<file path="src/rtl/systolic_feeder.sv">
// Upstream feeder for the 2x2 weight-stationary systolic array: latches weights, streams a
// locally buffered 2-row activation matrix with row skew, then drains with zero inputs.
module systolic_feeder #(
  parameter int unsigned DATA_W    = 16,
  parameter int unsigned MAX_COLS  = 4,
  parameter int unsigned DRAIN_CYC = 4
) (
  input  logic                          clk,
  input  logic                          reset,
  input  logic                          wr_en_i,
  input  logic [$clog2(2*MAX_COLS)-1:0] wr_addr_i,
  input  logic [DATA_W-1:0]             wr_data_i,
  input  logic [DATA_W-1:0]             w_in1_i,
  input  logic [DATA_W-1:0]             w_in2_i,
  input  logic [DATA_W-1:0]             w_in3_i,
  input  logic [DATA_W-1:0]             w_in4_i,
  input  logic [2:0]                    num_cols_i,
  input  logic                          start_i,
  output logic                          load_weight_o,
  output logic [DATA_W-1:0]             weight1_o,
  output logic [DATA_W-1:0]             weight2_o,
  output logic [DATA_W-1:0]             weight3_o,
  output logic [DATA_W-1:0]             weight4_o,
  output logic                          valid_o,
  output logic [DATA_W-1:0]             a_in1_o,
  output logic [DATA_W-1:0]             a_in2_o,
  output logic                          busy_o,
  output logic                          done_o,
  output logic                          cfg_err_o
);

  localparam int unsigned Depth = 2 * MAX_COLS;
  localparam int unsigned AddrW = $clog2(Depth);
  localparam int unsigned ColW  = $clog2(MAX_COLS + 1);
  localparam int unsigned DrnW  = $clog2(DRAIN_CYC + 1);

  typedef enum logic [2:0] {StIdle, StLoad, StFeed, StDrain, StDone} state_e;

  state_e              state_q;
  logic [DATA_W-1:0]   buf_q [Depth];
  logic [ColW-1:0]     col_q;
  logic [ColW-1:0]     ncols_q;
  logic [DrnW-1:0]     drn_q;

  logic                load_q;
  logic                valid_q;
  logic                busy_q;
  logic                done_q;
  logic                cfg_err_q;
  logic [DATA_W-1:0]   w1_q, w2_q, w3_q, w4_q;
  logic [DATA_W-1:0]   a1_q, a2_q;

  logic                start_ok;
  logic                wr_ok;
  logic [ColW-1:0]     col_nxt;
  logic [AddrW-1:0]    rd0_addr;
  logic [AddrW-1:0]    rd1_addr;

  assign start_ok = (num_cols_i != 3'd0) && (32'(num_cols_i) <= MAX_COLS);
  assign wr_ok    = wr_en_i && ((state_q == StIdle) || (state_q == StDone)) &&
                    (32'(wr_addr_i) < Depth);

  // Addresses for the column presented after the current one; row 1 lags row 0 by one column.
  assign col_nxt  = col_q + ColW'(1);
  assign rd0_addr = AddrW'(col_nxt);
  assign rd1_addr = AddrW'(MAX_COLS) + AddrW'(col_q);

  always_ff @(posedge clk) begin
    if (!reset) begin
      for (int i = 0; i < int'(Depth); i++) begin
        buf_q[i] <= '0;
      end
    end else if (wr_ok) begin
      buf_q[wr_addr_i] <= wr_data_i;
    end
  end

  always_ff @(posedge clk) begin
    if (!reset) begin
      state_q   <= StIdle;
      col_q     <= '0;
      ncols_q   <= '0;
      drn_q     <= '0;
      load_q    <= 1'b0;
      valid_q   <= 1'b0;
      busy_q    <= 1'b0;
      done_q    <= 1'b0;
      cfg_err_q <= 1'b0;
      w1_q      <= '0;
      w2_q      <= '0;
      w3_q      <= '0;
      w4_q      <= '0;
      a1_q      <= '0;
      a2_q      <= '0;
    end else begin
      load_q    <= 1'b0;
      done_q    <= 1'b0;
      cfg_err_q <= 1'b0;
      case (state_q)
        StIdle: begin
          if (start_i) begin
            if (start_ok) begin
              state_q <= StLoad;
              ncols_q <= ColW'(num_cols_i);
              w1_q    <= w_in1_i;
              w2_q    <= w_in2_i;
              w3_q    <= w_in3_i;
              w4_q    <= w_in4_i;
              load_q  <= 1'b1;
              busy_q  <= 1'b1;
            end else begin
              cfg_err_q <= 1'b1;
            end
          end
        end
        StLoad: begin
          state_q <= StFeed;
          col_q   <= '0;
          valid_q <= 1'b1;
          a1_q    <= buf_q[0];
          a2_q    <= '0;
        end
        StFeed: begin
          if (col_q == ncols_q) begin
            state_q <= StDrain;
            drn_q   <= DrnW'(1);
            a1_q    <= '0;
            a2_q    <= '0;
          end else begin
            col_q <= col_nxt;
            a1_q  <= (col_nxt < ncols_q) ? buf_q[rd0_addr] : '0;
            a2_q  <= buf_q[rd1_addr];
          end
        end
        StDrain: begin
          if (drn_q == DrnW'(DRAIN_CYC)) begin
            state_q <= StDone;
            valid_q <= 1'b0;
            busy_q  <= 1'b0;
            done_q  <= 1'b1;
          end else begin
            drn_q <= drn_q + DrnW'(1);
          end
        end
        StDone: begin
          state_q <= StIdle;
        end
        default: begin
          state_q <= StIdle;
        end
      endcase
    end
  end

  assign load_weight_o = load_q;
  assign weight1_o     = w1_q;
  assign weight2_o     = w2_q;
  assign weight3_o     = w3_q;
  assign weight4_o     = w4_q;
  assign valid_o       = valid_q;
  assign a_in1_o       = a1_q;
  assign a_in2_o       = a2_q;
  assign busy_o        = busy_q;
  assign done_o        = done_q;
  assign cfg_err_o     = cfg_err_q;

endmodule

</file>
<file path="config.mk">
export PLATFORM = sky130hd
export DESIGN_NAME = systolic_feeder
export DESIGN_NICKNAME = d
export VERILOG_FILES = /design/src/rtl/systolic_feeder.sv
export SDC_FILE = /design/constraint.sdc
export NUM_CORES = 1
export LEC_CHECK = 0
export BUFFER_PORTS_ARGS = -buffer_cell sky130_fd_sc_hd__buf_2
export CORE_ASPECT_RATIO = 0.8
export CORE_MARGIN = 1
export CORE_UTILIZATION = 39
export DETAILED_ROUTE_END_ITERATION = 7
export PLACE_DENSITY = 0.65
export RECOVER_POWER = 100
export REMOVE_ABC_BUFFERS = 1
export SLEW_MARGIN = 25
export SYNTH_ARGS = -nofsm -noshare
export SYNTH_HDL_FRONTEND = slang
export SYNTH_SLANG_ARGS = --single-unit
</file>
<file path="constraint.sdc">
create_clock -name clk -period 2.6 [get_ports clk]
set_input_delay 0.26 -clock clk [delete_from_list [all_inputs] [get_ports clk]]
set_output_delay 0.26 -clock clk [all_outputs]
set_load 0.01 [all_outputs]
</file>
==> results.toml <==
[clock_tree]
cts_root_buf = "clkbuf_16"
tritoncts = "built"
clkSlewWorstSetupHoldPaths_ns = 0.06
ctsHoldBuffers = 64
cts_buffers = 27
htree_levels = 1
cts_resized = 0
post_cts_buffers = 0
cts_buffer_depth = 3
numClockSinks = 241
insertion_delay_ns = 0.54

[setup_path]
rr_startpoint = "state_q[0]"
path_cells = "or3b_1, or4_2, clkbuf_4, nand2_1, a21oi_1"
crit_start = "state_q[0]"
critPathKind = "register to register"
slowest_delay_ns = 0.55
critPathMaxFanout = 69
required_ns = 2.99
start_kind = "register"
cp.arrival_ns = 2.74
cpMaxStageDelayCell = "or4_2"
r2r_setup_slack_ns = 0.25
reg2regPathDepth = 5
reg2reg_to = "weight2_o[5]"
end_kind = "register"

[timing]
relSlewSlack_pct = 48.1
fin_crit_sh_pct = 90.4
rsz0062_at_grt = "false"
hold_viol_final = 0
finalCriticalPeriod_ns = 2.35
clock_skew_ns = 0.0189
fmax_ghz = 0.426
fin_worst_hold_slack_ns = 0.0133
finalSetupViolCount = 0
worst_slew_pin_slew_ns = 0.779
drv_slew = 0

[floorplan]
core_um2 = 27400
initial_core_util_pct = 39.8
die_w_um = 189
row_count = 54
pin_count = 191
dieArea_um2 = 28700
die_h_um = 152

[global_routing]
first_global_vias = 8073
grt_antenna_before_repair = 1
track_usage_pct = 22.5
grt_overflow = 0
grt_pass1_wl_mm = 48.6
grt_max_degree = 70

[routing]
vias = 8425
vias_per_cell = 5.38
dr.pass1.iters = 5
routed_wl_mm = 33.1
drc = 0
avgRoutedWirePerCell_um = 21.1
antenna_left = 0
drtIter0Drc = 791

[yosys]
async_reset_ff_share_pct = 0
synth_area_um2 = 10900
yosysSeqAreaShare_pct = 55.9
yosys_warnings = 0
ys.flop_type = "edfxtp_1"
netlist_top_cells_area = "edfxtp_1 (35%), dfxtp_1 (21%), mux4_2 (13%)"
synth_cell_types = 47
synth_top_area_cell = "edfxtp_1"
ys_ff_latch = 241
synth_top_area_share_pct = 35.2
netlist_instances = 916
avgSynthCellArea_um2 = 11.9
synth-edff-count = 128

[worst_hold_path]
hold_end = "ncols_q[1]"
hold_class = "input pin to register"
hp-start = "num_cols_i[1]"
min_path_cells = 3

[place]
placed_cells = 1453
place_congestion = 0.801
dpl.hpwl_mm = 21.0
portBuffers = 190

[layout]
fin_cells = 1567
area_growth_syn_to_layout_pct = 25.6
final_layout_size_suffix_gt1_share_pct = 20.7
final_nets = 1278
final_cell_mix = "nand2_1 (145), edfxtp_1 (128), clkbuf_1 (121)"
final_common_cell = "nand2_1"

[power]
vdd_ir_drop_max_uv = 524
p_leak_nw = 4.91
power_density_nw_per_um2 = 657

[run_status]
status = "finished, final reports clean"

[flow_run]
maxCapViolCount = 0
[flip-flops by register name, summed over array words and instances, names as in the netlist]
name,count
a_in1_o,16
buf_q,128
weight4_o,16
valid_o,1
state_q,3
a_in2_o,16
drn_q,3
done_o,1
load_weight_o,1
cfg_err_o,1
ncols_q,3
weight1_o,16
busy_o,1
weight2_o,16
weight3_o,16
col_q,3
[stage by stage]
step | setup WS, ns | setup TNS [ns] | area, um^2 | total power, mW | utilization (%)
after floorplan | -2.37 | -145.14 | 10600 | 4.92 | -
after global placement | 0.425 | 0 | 12500 | 5.40 | 45.5
after detailed placement | 0.380 | 0 | 12500 | 5.43 | 45.5
after CTS | 0.351 | 0 | 13900 | 9.11 | 50.8
after global routing | 0.119 | 0 | 13700 | 9.33 | 50.0
final | 0.250 | 0 | 13700 | 9.01 | 50.0
[worst max-delay path by stage]
stage	to	slack [ns]
3_3_place_gp	a_in1_o[12]	0.43
5_1_grt	buf_q[5][14]	0.12
4_1_cts	a_in1_o[9]	0.35
3_5_place_dp	a_in1_o[10]	0.38
6_report	weight2_o[5]	0.25
2_1_floorplan	a_in1_o[0]	-2.37
[logic make-up after synthesis]
| family | share of synthesized area [%] |
|---|---|
| AO/OA/AOI/OAI | 8.06 |
| XOR/XNOR | 0.401 |
| adder cells (fa/ha/maj) | 0.687 |
| buffers and inverters | 3.29 |
| flip-flops | 55.9 |
| multiplexers | 16.2 |
| AND/OR/NAND/NOR | 15.4 |
[where the power goes]
| part | switching, mW | total (mW) | internal, mW | leakage (nW) |
|---|---|---|---|---|
| logic | 0.633 | 1.06 | 0.431 | 2.27 |
| registers | 0.125 | 4.34 | 4.21 | 2.25 |
| clock network | 1.54 | 3.61 | 2.07 | 0.398 |
[layout make-up]
type	instances	area, um^2
Inverter	14	52.6
Multi-Input combinational cell	596	4490
Sequential cell	241	6110
Clock inverter	9	73.8
Clock buffer	40	744
Tap cell	364	455
Timing Repair Buffer	302	1800
Antenna cell	1	2.50
Fill cell	2505	13700
[worst max-delay path: cells and delay by family (launching register included)]
kind	cells	cell delay [ns]
DFF	1	0.39
AOI/OAI and AO/OA	1	0.09
buffers and inverters	1	0.48
and+or+nand+nor	3	1.23
[cell usage after synthesis, types with 2 or more instances]
| master | instances |
|---|---|
| nand2_1 | 145 |
| and2_1 | 129 |
| edfxtp_1 | 128 |
| dfxtp_1 | 113 |
| a21oi_1 | 99 |
| mux4_2 | 62 |
| clkbuf_1 | 33 |
| buf_2 | 26 |
| o21ai_0 | 23 |
| mux2i_1 | 21 |
| nand4_1 | 16 |
| o2bb2ai_1 | 16 |
| mux2_2 | 15 |
| inv_1 | 14 |
| nor2_1 | 11 |
| nand3_1 | 9 |
| nor3_1 | 8 |
| ha_1 | 6 |
| nand2b_1 | 4 |
| xor2_1 | 4 |
| buf_6 | 3 |
| a211oi_1 | 2 |
| a31oi_1 | 2 |
| buf_4 | 2 |
| nor2b_1 | 2 |
| nor4_1 | 2 |
[routing by layer]
metal  GRT usage [%]  wire length [um]  up-vias
li1                -                 -     3861
met1            32.0             14300     4183
met2            35.7             15900      313
met3            3.48              1980       68
met4            6.61               912        0
met5               0                 0        -
No activity file was read; power rests on OpenSTA's default activity.
